[src/rtl/div_seq_pkg.sv]
// Shared types and constants for the divider step sequencer.
//   state_t       : sequencer FSM states
//   DIV_DEFAULT   : divisor held by every table entry after reset
//   DWELL_DEFAULT : dwell held by every table entry after reset
//   entry_t       : one table entry {div, dwell} at the default widths
package div_seq_pkg;

    typedef enum logic [1:0] {
        IDLE = 2'd0,
        RUN  = 2'd1,
        DONE = 2'd2
    } state_t;

    localparam int DIV_DEFAULT   = 1;
    localparam int DWELL_DEFAULT = 1;

    localparam int ENTRY_DIV_W   = 12;
    localparam int ENTRY_DWELL_W = 8;

    typedef struct packed {
        logic [ENTRY_DIV_W-1:0]   div;
        logic [ENTRY_DWELL_W-1:0] dwell;
    } entry_t;

endpackage

[src/rtl/div_step_sequencer_if.sv]
// Bundle between the control/register side and the step sequencer.
//   master : control side (table writes, pattern control, div_var feed)
//   slave  : sequencer (drives div_clock, step_idx, step_strobe, busy, done)
interface div_step_sequencer_if #(
    parameter int DEPTH   = 8,
    parameter int DIV_W   = 12,
    parameter int DWELL_W = 8
) ();
    localparam int IDX_W = $clog2(DEPTH);

    logic               wr_en;
    logic [IDX_W-1:0]   wr_addr;
    logic [DIV_W-1:0]   wr_div;
    logic [DWELL_W-1:0] wr_dwell;
    logic [IDX_W-1:0]   last_idx;
    logic               loop_en;
    logic               start;
    logic               stop;
    logic               div_var_in;
    logic [DIV_W-1:0]   div_clock;
    logic [IDX_W-1:0]   step_idx;
    logic               step_strobe;
    logic               busy;
    logic               done;

    modport master (
        output wr_en, wr_addr, wr_div, wr_dwell, last_idx, loop_en,
               start, stop, div_var_in,
        input  div_clock, step_idx, step_strobe, busy, done
    );

    modport slave (
        input  wr_en, wr_addr, wr_div, wr_dwell, last_idx, loop_en,
               start, stop, div_var_in,
        output div_clock, step_idx, step_strobe, busy, done
    );
endinterface

[src/rtl/div_seq_table.sv]
// Divisor/dwell table: DEPTH entries, one write port with zero clamping,
// one asynchronous read port. Entries return to {1,1} on reset.
//   clk, reset         : clock, async active-high reset
//   wr_en/addr/div/dwell : write port
//   rd_addr            : read index
//   rd_div, rd_dwell   : entry at rd_addr (pre-write value in a write cycle)
module div_seq_table
    import div_seq_pkg::*;
#(
    parameter int DEPTH   = 8,
    parameter int DIV_W   = 12,
    parameter int DWELL_W = 8,
    localparam int IDX_W  = $clog2(DEPTH)
) (
    input  logic               clk,
    input  logic               reset,
    input  logic               wr_en,
    input  logic [IDX_W-1:0]   wr_addr,
    input  logic [DIV_W-1:0]   wr_div,
    input  logic [DWELL_W-1:0] wr_dwell,
    input  logic [IDX_W-1:0]   rd_addr,
    output logic [DIV_W-1:0]   rd_div,
    output logic [DWELL_W-1:0] rd_dwell
);
    logic [DIV_W-1:0]   div_q   [DEPTH];
    logic [DIV_W-1:0]   div_d   [DEPTH];
    logic [DWELL_W-1:0] dwell_q [DEPTH];
    logic [DWELL_W-1:0] dwell_d [DEPTH];

    // A zero divisor would stall the divider and a zero dwell would never
    // terminate, so both are stored as the default instead.
    always_comb begin
        div_d   = div_q;
        dwell_d = dwell_q;
        if (wr_en) begin
            div_d[wr_addr]   = (wr_div == '0)   ? DIV_W'(DIV_DEFAULT)     : wr_div;
            dwell_d[wr_addr] = (wr_dwell == '0) ? DWELL_W'(DWELL_DEFAULT) : wr_dwell;
        end
    end

    always_ff @(posedge clk or posedge reset) begin
        if (reset) begin
            for (int i = 0; i < DEPTH; i++) begin
                div_q[i]   <= DIV_W'(DIV_DEFAULT);
                dwell_q[i] <= DWELL_W'(DWELL_DEFAULT);
            end
        end else begin
            div_q   <= div_d;
            dwell_q <= dwell_d;
        end
    end

    assign rd_div   = div_q[rd_addr];
    assign rd_dwell = dwell_q[rd_addr];
endmodule

[src/rtl/div_step_sequencer.sv]
// Step sequencer feeding the clock divider's div_clock ratio from a table
// of divisor/dwell pairs, advancing on counted div_var rising edges.
//   clk, reset : divider clock, async active-high reset
//   bus        : control inputs, table writes, div_var feed and status
//
//   state | meaning
//   IDLE  | waiting for start; outputs hold last values
//   RUN   | counting div_var edges through the active step
//   DONE  | pattern finished without looping; done=1
module div_step_sequencer
    import div_seq_pkg::*;
#(
    parameter int DEPTH   = 8,
    parameter int DIV_W   = 12,
    parameter int DWELL_W = 8,
    localparam int IDX_W  = $clog2(DEPTH)
) (
    input  logic                   clk,
    input  logic                   reset,
    div_step_sequencer_if.slave    bus
);
    state_t             state_q, state_d;
    logic [DIV_W-1:0]   div_clock_q, div_clock_d;
    logic [IDX_W-1:0]   step_idx_q, step_idx_d;
    logic [DWELL_W-1:0] dwell_cnt_q, dwell_cnt_d;
    logic               step_strobe_q, step_strobe_d;
    logic               div_var_q;

    logic               div_edge;
    logic               load;
    logic [IDX_W-1:0]   rd_addr;
    logic [DIV_W-1:0]   rd_div;
    logic [DWELL_W-1:0] rd_dwell;

    div_seq_table #(
        .DEPTH   (DEPTH),
        .DIV_W   (DIV_W),
        .DWELL_W (DWELL_W)
    ) u_table (
        .clk      (clk),
        .reset    (reset),
        .wr_en    (bus.wr_en),
        .wr_addr  (bus.wr_addr),
        .wr_div   (bus.wr_div),
        .wr_dwell (bus.wr_dwell),
        .rd_addr  (rd_addr),
        .rd_div   (rd_div),
        .rd_dwell (rd_dwell)
    );

    assign div_edge = bus.div_var_in & ~div_var_q;

    // Priority: stop, then start (which masks a coincident edge), then
    // edge-driven advance in RUN. All step loads share one path so the
    // table read index and the new step_idx always agree.
    always_comb begin
        state_d       = state_q;
        div_clock_d   = div_clock_q;
        step_idx_d    = step_idx_q;
        dwell_cnt_d   = dwell_cnt_q;
        step_strobe_d = 1'b0;
        load          = 1'b0;
        rd_addr       = '0;

        if (bus.stop) begin
            state_d     = IDLE;
            dwell_cnt_d = '0;
        end else if (bus.start) begin
            load = 1'b1;
        end else if (state_q == RUN && div_edge) begin
            if (dwell_cnt_q == DWELL_W'(1)) begin
                if (step_idx_q != bus.last_idx) begin
                    load    = 1'b1;
                    rd_addr = IDX_W'(step_idx_q + 1'b1);
                end else if (bus.loop_en) begin
                    load = 1'b1;
                end else begin
                    state_d     = DONE;
                    dwell_cnt_d = '0;
                end
            end else begin
                dwell_cnt_d = dwell_cnt_q - 1'b1;
            end
        end

        if (load) begin
            state_d       = RUN;
            div_clock_d   = rd_div;
            dwell_cnt_d   = rd_dwell;
            step_idx_d    = rd_addr;
            step_strobe_d = 1'b1;
        end
    end

    always_ff @(posedge clk or posedge reset) begin
        if (reset) begin
            state_q       <= IDLE;
            div_clock_q   <= DIV_W'(DIV_DEFAULT);
            step_idx_q    <= '0;
            dwell_cnt_q   <= '0;
            step_strobe_q <= 1'b0;
            div_var_q     <= 1'b0;
        end else begin
            state_q       <= state_d;
            div_clock_q   <= div_clock_d;
            step_idx_q    <= step_idx_d;
            dwell_cnt_q   <= dwell_cnt_d;
            step_strobe_q <= step_strobe_d;
            div_var_q     <= bus.div_var_in;
        end
    end

    assign bus.div_clock   = div_clock_q;
    assign bus.step_idx    = step_idx_q;
    assign bus.step_strobe = step_strobe_q;
    assign bus.busy        = (state_q == RUN);
    assign bus.done        = (state_q == DONE);
endmodule
[src/flat_wrapper.sv]
// flat-port wrapper written by rule: the top's interface ports become plain ports
module div_step_sequencer_flat import div_seq_pkg::*;
#(
    parameter int DEPTH   = 8,
    parameter int DIV_W   = 12,
    parameter int DWELL_W = 8,
    localparam int IDX_W  = $clog2(DEPTH)
)
  (clk, reset, bus_wr_en, bus_wr_addr, bus_wr_div, bus_wr_dwell, bus_last_idx, bus_loop_en, bus_start, bus_stop, bus_div_var_in, bus_div_clock, bus_step_idx, bus_step_strobe, bus_busy, bus_done);
  div_step_sequencer_if #(.DEPTH(DEPTH), .DIV_W(DIV_W), .DWELL_W(DWELL_W)) bus_i ();
  input  logic clk;
  input  logic reset;
  input wire logic [$bits(bus_i.wr_en)-1:0] bus_wr_en;
  input wire logic [$bits(bus_i.wr_addr)-1:0] bus_wr_addr;
  input wire logic [$bits(bus_i.wr_div)-1:0] bus_wr_div;
  input wire logic [$bits(bus_i.wr_dwell)-1:0] bus_wr_dwell;
  input wire logic [$bits(bus_i.last_idx)-1:0] bus_last_idx;
  input wire logic [$bits(bus_i.loop_en)-1:0] bus_loop_en;
  input wire logic [$bits(bus_i.start)-1:0] bus_start;
  input wire logic [$bits(bus_i.stop)-1:0] bus_stop;
  input wire logic [$bits(bus_i.div_var_in)-1:0] bus_div_var_in;
  output wire logic [$bits(bus_i.div_clock)-1:0] bus_div_clock;
  output wire logic [$bits(bus_i.step_idx)-1:0] bus_step_idx;
  output wire logic [$bits(bus_i.step_strobe)-1:0] bus_step_strobe;
  output wire logic [$bits(bus_i.busy)-1:0] bus_busy;
  output wire logic [$bits(bus_i.done)-1:0] bus_done;
  assign bus_i.wr_en = bus_wr_en;
  assign bus_i.wr_addr = bus_wr_addr;
  assign bus_i.wr_div = bus_wr_div;
  assign bus_i.wr_dwell = bus_wr_dwell;
  assign bus_i.last_idx = bus_last_idx;
  assign bus_i.loop_en = bus_loop_en;
  assign bus_i.start = bus_start;
  assign bus_i.stop = bus_stop;
  assign bus_i.div_var_in = bus_div_var_in;
  assign bus_div_clock = bus_i.div_clock;
  assign bus_step_idx = bus_i.step_idx;
  assign bus_step_strobe = bus_i.step_strobe;
  assign bus_busy = bus_i.busy;
  assign bus_done = bus_i.done;
  div_step_sequencer #(.DEPTH(DEPTH), .DIV_W(DIV_W), .DWELL_W(DWELL_W)) u_core (.clk(clk), .reset(reset), .bus(bus_i));
endmodule
[config.mk]
export PLATFORM = sky130hd
export DESIGN_NAME = div_step_sequencer_flat
export DESIGN_NICKNAME = d
export VERILOG_FILES = /design/src/rtl/div_seq_pkg.sv /design/src/rtl/div_step_sequencer_if.sv /design/src/rtl/div_seq_table.sv /design/src/rtl/div_step_sequencer.sv /design/src/flat_wrapper.sv
export SDC_FILE = /design/constraint.sdc
export NUM_CORES = 1
export LEC_CHECK = 0
export ABC_AREA = 1
export CORE_MARGIN = 10
export CORE_UTILIZATION = 67
export CTS_BUF_LIST = sky130_fd_sc_hd__clkbuf_2 sky130_fd_sc_hd__clkbuf_4 sky130_fd_sc_hd__clkbuf_8
export DETAILED_ROUTE_END_ITERATION = 8
export PLACE_DENSITY = 0.88
export SLEW_MARGIN = 20
export SYNTH_ARGS = -nofsm -noshare
export SYNTH_HDL_FRONTEND = slang
export SYNTH_HIERARCHICAL = 1
export SYNTH_SLANG_ARGS = --single-unit
[constraint.sdc]
create_clock -name clk -period 9 [get_ports clk]
set_input_delay 1.35 -clock clk [delete_from_list [all_inputs] [get_ports clk]]
set_output_delay 1.35 -clock clk [all_outputs]
set_load 0.01 [all_outputs]
==> results of run 1 <==
## cell type report
| class | instances | share of cell area (%) |
|---|---|---|
| Clock buffer | 26 | 3.282 |
| Clock inverter | 6 | 0.3975 |
| Inverter | 74 | 2.936 |
| Multi-Input combinational cell | 794 | 37.09 |
| Sequential cell | 187 | 48.17 |
| Tap cell | 176 | 2.257 |
| Timing Repair Buffer | 59 | 5.860 |
## metrics by stage
step | instances | setup WS [ns]
CTS | 1322 | 4.622
global route | 1322 | 4.257
floorplan | 1119 | 3.357
finish | 1322 | 4.525
detailed placement | 1290 | 4.202
global placement | 1290 | 4.264
## cell usage after synthesis, drive strengths merged (2+ instances only)
| cell | number |
|---|---|
| dfstp | 17 |
| nand2 | 369 |
| inv | 72 |
| dfrtp | 170 |
| ha | 3 |
| xnor2 | 2 |
| buf | 38 |
| nand3 | 23 |
| o21ai | 248 |
| o211ai | 18 |
| clkinv | 2 |
| clkbuf | 26 |
| o21bai | 2 |
| xor2 | 3 |
| nand4 | 9 |
| nor2 | 114 |
## path summary, 6_finish.rpt
kind	start	slack, ns	depth (start not counted)	to
min in group asynchronous	reset	1.39	2	u_core/state_q[1]
max in group asynchronous	reset	6.38	3	u_core/u_table/div_q[10]
hold / removal	u_core/u_table/dwell_q[8]	0.47	2	u_core/u_table/dwell_q[8]
setup / recovery	bus_stop	4.53	14	u_core/dwell_cnt_q[1]
setup reg to reg	u_core/dwell_cnt_q[1]	5.41	18	u_core/dwell_cnt_q[1]
hold reg to reg	u_core/u_table/dwell_q[8]	0.47	2	u_core/u_table/dwell_q[8]
## flip-flops by register name (all words and copies together), names as in the netlist
| signal | flops |
|---|---|
| u_core/u_table/div_q | 96 |
| u_core/u_table/dwell_q | 64 |
| u_core/bus.div_clock | 12 |
| u_core/dwell_cnt_q | 8 |
| u_core/bus.step_idx | 3 |
| u_core/state_q | 2 |
| u_core/bus.step_strobe | 1 |
| u_core/div_var_q | 1 |
## cell usage in the layout, fill, tap and decap left out, drive strengths merged, types with 2 or more instances in the layout
master / instances
nand3: 23
nand4: 9
o21ai: 248
dfrtp: 170
o211ai: 18
clkbuf: 26
inv: 74
xor2: 3
clkdlybuf4s50: 50
nand2: 369
o21bai: 2
xnor2: 2
nor2: 114
buf: 9
dfstp: 17
ha: 3
clkinv: 5
## logic make-up (layout without fill, tap and decap cells)
logic type / Yosys count / in the layout / share of synthesized area [%]
buf+inv: 138 / 165 / 7.189
flops: 187 / 187 / 52.55
compound gates: 270 / 270 / 16.04
xor+xnor: 5 / 5 / 0.4896
fa+ha+maj: 3 / 3 / 0.4196
simple gates: 516 / 516 / 23.31
## power by group through the flow
stage	clock [W]	sequential, W	combinational, W
global route	0.000543	0.00110	0.000429
detailed placement	0	0.00110	0.000366
floorplan	0	0.00108	0.000259
finish	0.000510	0.00109	0.000374
global placement	0	0.00109	0.000349
CTS	0.000514	0.00108	0.000371
## worst register-to-register path: cells and delay by family (launching register included)
| family | cells | cell delay, ns |
|---|---|---|
| and+or+nand+nor | 12 | 1.27 |
| buffers and inverters | 3 | 1.27 |
| DFF | 1 | 0.38 |
| AOI/OAI and AO/OA | 2 | 0.40 |
| adders and majority gates | 1 | 0.16 |
## per-layer routing
layer | share of wire (%) | wire (um) | track usage [%] | vias up
met4 | 1.8 | 399 | 8.433 | 0
met5 | 0 | 0 | 0 | -
li1 | - | - | - | 3619
met2 | 46 | 10210 | 38.09 | 393
met1 | 42 | 9268 | 33.66 | 3712
met3 | 10 | 2213 | 5.007 | 33
==> results.py, run 1 <==
metrics = {
    "synth": {
        "yosysTopAreaCell": "dfrtp_1",
        "yosysWarnings": 6,
        "synth_top_area_share_pct": 47.55,
        "synth_ff_type": "dfrtp_1",
        "netlist_instances": 1119,
        "ys_seq_elements": 187,
        "syn_nets": 1155,
        "synth_edf_count": 0,
        "async_reset_ff_share_pct": 100.0,
        "ys_seq_area_share_pct": 52.55,
        "yosys-top-cells-area": "dfrtp_1 (48%), nand2_1 (15%), o21ai_0 (11%), dfstp_2 (5.0%), nor2_1 (4.5%)",
        "avgSynthCellArea_um2": 7.995,
        "netlist_area_um2": 8946,
        "yosys.cell_types.count": 33,
    },
    "route": {
        "dr.first_iter.drc_count": 876,
        "routedWlPerCell_um": 16.71,
        "remaining_drc_errors": 0,
        "drtAntennaViolNets": 0,
        "via_count": 7757,
        "drtPass1Iterations": 5,
        "via_per_inst": 5.868,
        "finalWirelength_um": 22100,
    },
    "flow_run": {
        "cap_violations": 0,
    },
    "power_and_ir_drop": {
        "p_leak_nw": 4.723,
        "swShare_pct": 29.67,
        "p_int_w": 0.001386,
        "combPwrFrac_pct": 19.0,
        "switchingPower_w": 0.0005846,
        "pwr-share-clk_pct": 25.9,
        "ir_drop_uv": 115.6,
        "pwr-share-seq_pct": 55.1,
        "p_per_area_nw_per_um2": 201.9,
        "finalPower_w": 0.001971,
    },
    "placement": {
        "io_buffers": 50,
        "place_area_um2": 9395,
        "gp_congestion": 0.8951,
        "dp_hpwl_um": 13220,
    },
    "setup_path": {
        "crit_chain": "clkdlybuf4s50_1 > nor2_1 > nand3_1 > nor2_4 > buf_4 > inv_1 > o21ai_0 > o21ai_0 > nand2_1 > nand2_1 > nand3_1 > nand2_1 > nand2_1 > nand2_1",
        "slowest_stage": "inv_1",
        "start_kind": "primary input",
        "crit_fanout": 61,
        "arrival_ns": 4.83,
        "max_stage_delay_ns": 0.58,
        "cp-end-kind": "flop",
        "required_ns": 9.35,
        "crit_type": "primary input to flop",
        "crit_family": "buffers and inverters",
        "cp_common_cell": "nand2_1",
        "crit_buf_inv": 3,
    },
    "floorplanning": {
        "core_um2": 13140,
        "die_y_um": 135.6,
        "ioPinCount": 51,
        "die_w_um": 135.6,
        "die_area_um2": 18370,
        "initial_core_util_pct": 68.10,
        "rows": 42,
    },
    "finish": {
        "multi_input_area_um2": 3620,
        "final_area_um2": 9758,
        "syn2layout_area_growth_pct": 9.077,
        "diodes": 0,
        "final_util_pct": 74.28,
        "final.fill_count": 956,
        "final_nets": 1169,
        "regArea_um2": 4701,
        "drive_above_1_share_pct": 8.377,
    },
    "timing": {
        "finalHoldViolations": 0,
        "skew_ns": 0.006246,
        "fin_tns_setup_ns": 0,
        "max_slew_margin_pct": 32.48,
        "period_needed_ns": 4.475,
        "drv_slew": 0,
        "post-route-period-util_pct": 49.72,
        "setup_violations": 0,
        "timing.hold.ws_ns": 0.4731,
        "max_freq_mhz": 223.5,
        "worstMarginPinSlew_ns": 1.013,
        "rsz0062_at_grt": "false",
    },
    "global_routing": {
        "grt_pass1_vias": 7269,
        "grt_overflow": 0,
        "antenna_found_initial": 0,
        "grt_max_degree": 100,
        "grt_usage_pct": 24.54,
        "grt_first_pass_wirelength_um": 36380,
    },
    "clocking": {
        "clk_path_buf_depth": 2,
        "post_cts_resized": 0,
        "root_buffer": "clkbuf_8",
        "cts_buffers": 17,
        "path_clk_slew_ns": 0.09,
        "cts_setup_buffers": 0,
        "clock_sinks": 187,
        "clk_latency_ns": 0.46,
        "hold_buffers": 0,
        "cts_tree": "yes",
        "htree_levels": 4,
    },
    "hold_path": {
        "hp-class": "flop to flop",
    },
    "outcome": {
        "status": "finished, final reports clean",
    },
}
Note: power is estimated with default switching activity, not from simulation.
==> run 2: changes to the inputs <==
--- a/config.mk
+++ b/config.mk
@@ -7,10 +7,10 @@
 export LEC_CHECK = 0
 export ABC_AREA = 1
 export CORE_MARGIN = 10
-export CORE_UTILIZATION = 67
+export CORE_UTILIZATION = 56
 export CTS_BUF_LIST = sky130_fd_sc_hd__clkbuf_2 sky130_fd_sc_hd__clkbuf_4 sky130_fd_sc_hd__clkbuf_8
 export DETAILED_ROUTE_END_ITERATION = 8
-export PLACE_DENSITY = 0.88
+export PLACE_DENSITY = 0.79
 export SLEW_MARGIN = 20
 export SYNTH_ARGS = -nofsm -noshare
 export SYNTH_HDL_FRONTEND = slang
==> constraint.sdc (replaced) <==
create_clock -name clk -period 4.05 [get_ports clk]
set_input_delay 0.6075 -clock clk [delete_from_list [all_inputs] [get_ports clk]]
set_output_delay 0.6075 -clock clk [all_outputs]
set_load 0.01 [all_outputs]
==> results.py, run 2 (synthesis gave the netlist of run 1 again) <==
metrics = {
    "setup_path": {
        "cp-end-kind": "flop",
        "r2r_start": "u_core/dwell_cnt_q[1]",
        "crit_buf_inv": 2,
        "crit_fanout": 60,
        "arrival_ns": 3.49,
        "max_stage_delay_ns": 0.58,
        "crit_chain": "inv_1 > ha_1 > nand2_1 > nor2_1 > nand2_4 > nor2_4 > nand3_1 > nor2_4 > buf_4 > o21ai_0 > o21ai_0 > nand2_1 > nand2_1 > nand3_1 > nand2_1 > nand2_1 > nand2_1",
        "cp-startpoint": "u_core/dwell_cnt_q[1]",
        "cp_common_cell": "nand2_1",
        "crit_type": "flop to flop",
        "crit_family": "simple AND/OR/NAND/NOR gates",
        "start_kind": "flop",
        "slowest_stage": "buf_4",
        "required_ns": 4.49,
    },
    "placement": {
        "dpl.cell_count": 1335,
        "dp_hpwl_um": 13680,
        "gp_congestion": 0.8665,
        "io_buffers": 50,
    },
    "power_and_ir_drop": {
        "p_leak_nw": 4.748,
        "ir_drop_uv": 234.6,
        "p_per_area_nw_per_um2": 449.4,
    },
    "finish": {
        "mostFrequentLayoutCells": "nand2_1 (363), o21ai_0 (193), dfrtp_1 (170)",
        "largest_reg_flops": 96,
        "drive_above_1_share_pct": 8.601,
        "layout_commonest_cell": "nand2_1",
        "diodes": 0,
        "largest_register": "u_core/u_table/div_q",
        "syn2layout_area_growth_pct": 10.76,
        "final.fill_count": 1372,
        "final_nets": 1174,
        "final_util_pct": 62.83,
        "final_cells": 1367,
    },
    "route": {
        "via_per_inst": 5.525,
        "route.met2.wl_um": 9520,
        "drtPass1Iterations": 5,
        "dr.first_iter.drc_count": 811,
        "wl_met3_um": 1966,
        "drtAntennaViolNets": 0,
        "remaining_drc_errors": 0,
        "routedWlPerCell_um": 16.11,
        "finalWirelength_um": 22030,
        "topRoutingLayerUsed": "met4",
        "via_count": 7552,
        "m1WireLength_um": 10190,
    },
    "outcome": {
        "status": "finished, final reports clean",
    },
    "timing": {
        "rsz0062_at_grt": "false",
        "setup_violations": 0,
        "post-route-period-util_pct": 75.40,
        "max_freq_mhz": 327.5,
        "drv_slew": 0,
        "finalHoldViolations": 0,
        "max_slew_margin_pct": 34.17,
        "skew_ns": 0.01184,
        "period_needed_ns": 3.054,
        "worstMarginPinSlew_ns": 0.9813,
        "fin_tns_setup_ns": 0,
    },
    "floorplanning": {
        "ioPinCount": 51,
        "die_w_um": 146.4,
        "rows": 46,
        "die_area_um2": 21430,
        "die_y_um": 146.4,
        "initial_core_util_pct": 56.73,
        "core_um2": 15770,
    },
    "clocking": {
        "cts_tree": "yes",
        "clk_path_buf_depth": 2,
        "path_clk_slew_ns": 0.10,
        "clock_sinks": 187,
        "post_cts_resized": 0,
        "hold_buffers": 0,
        "root_buffer": "clkbuf_8",
        "cts_setup_buffers": 0,
        "clk_latency_ns": 0.50,
        "cts_buffers": 17,
        "htree_levels": 4,
    },
    "global_routing": {
        "grt_max_degree": 100,
        "grt_overflow": 0,
        "grt_pass1_vias": 6979,
        "antenna_found_initial": 0,
        "grt_usage_pct": 20.69,
        "grt_first_pass_wirelength_um": 36290,
    },
    "hold_path": {
        "hp-class": "flop to flop",
        "hp-start": "u_core/u_table/div_q[24]",
    },
    "flow_run": {
        "cap_violations": 0,
    },
}
-- run 2: worst register-to-register path, stage by stage, from the launching register on --
cell and delay, ns:
dfrtp_1 0.38, inv_1 0.09, ha_1 0.15, nand2_1 0.05, nor2_1 0.17, nand2_4 0.13, nor2_4 0.15, nand3_1 0.26
nor2_4 0.17, buf_4 0.58, o21ai_0 0.23, o21ai_0 0.22, nand2_1 0.08, nand2_1 0.09, nand3_1 0.08, nand2_1 0.07
nand2_1 0.04, nand2_1 0.05
-- run 2: path summary, 6_finish.rpt --
path / endpoint / slack (ns) / depth (start not counted)
worst max-delay path: u_core/dwell_cnt_q[5] / 1.0 / 17
worst min-delay path: u_core/u_table/div_q[24] / 0.47 / 2
worst max register to register: u_core/dwell_cnt_q[5] / 1.0 / 17
worst min register to register: u_core/u_table/div_q[24] / 0.47 / 2
max in group asynchronous: u_core/u_table/dwell_q[60] / 2.69 / 3
min in group asynchronous: u_core/u_table/div_q[38] / 0.48 / 2
-- run 2: where the power goes --
part / internal [W] / switching (W)
Combinational: 0.000337 / 0.000479
Sequential: 0.00223 / 0.000181
Clock: 0.000507 / 0.000717
Total: 0.00308 / 0.00138
-- run 2: metrics by stage --
step | total power [W] | hold WS, ns | worst slack [ns] | area [um^2]
after floorplan | 0.002985 | 0.4438 | 1.427 | 8950
after global placement | 0.003214 | 0.4546 | 0.7727 | 9519
after detailed placement | 0.003253 | 0.4566 | 0.6098 | 9519
after CTS | 0.004465 | 0.4660 | 1.046 | 9908
after global routing | 0.004719 | 0.4862 | 0.6637 | 9908
final | 0.004453 | 0.4725 | 0.9962 | 9908
-- run 2: metal layers --
layer | global-route usage [%] | vias to the layer above
met5 | 0 | -
met4 | 7.107 | 0
met3 | 5.222 | 30
met2 | 29.94 | 300
met1 | 29.56 | 3573
li1 | - | 3649
-- run 2: final cells by class --
| class | instances | area (um^2) | share of cell area, % |
|---|---|---|---|
| Clock buffer | 17 | 234.0 | 2.361 |
| Inverter | 74 | 285.3 | 2.879 |
| Multi-Input combinational cell | 794 | 3620 | 36.53 |
| Tap cell | 216 | 270.3 | 2.728 |
| Timing Repair Buffer | 64 | 643.1 | 6.491 |
| Sequential cell | 187 | 4701 | 47.44 |
| Clock inverter | 15 | 155.1 | 1.566 |
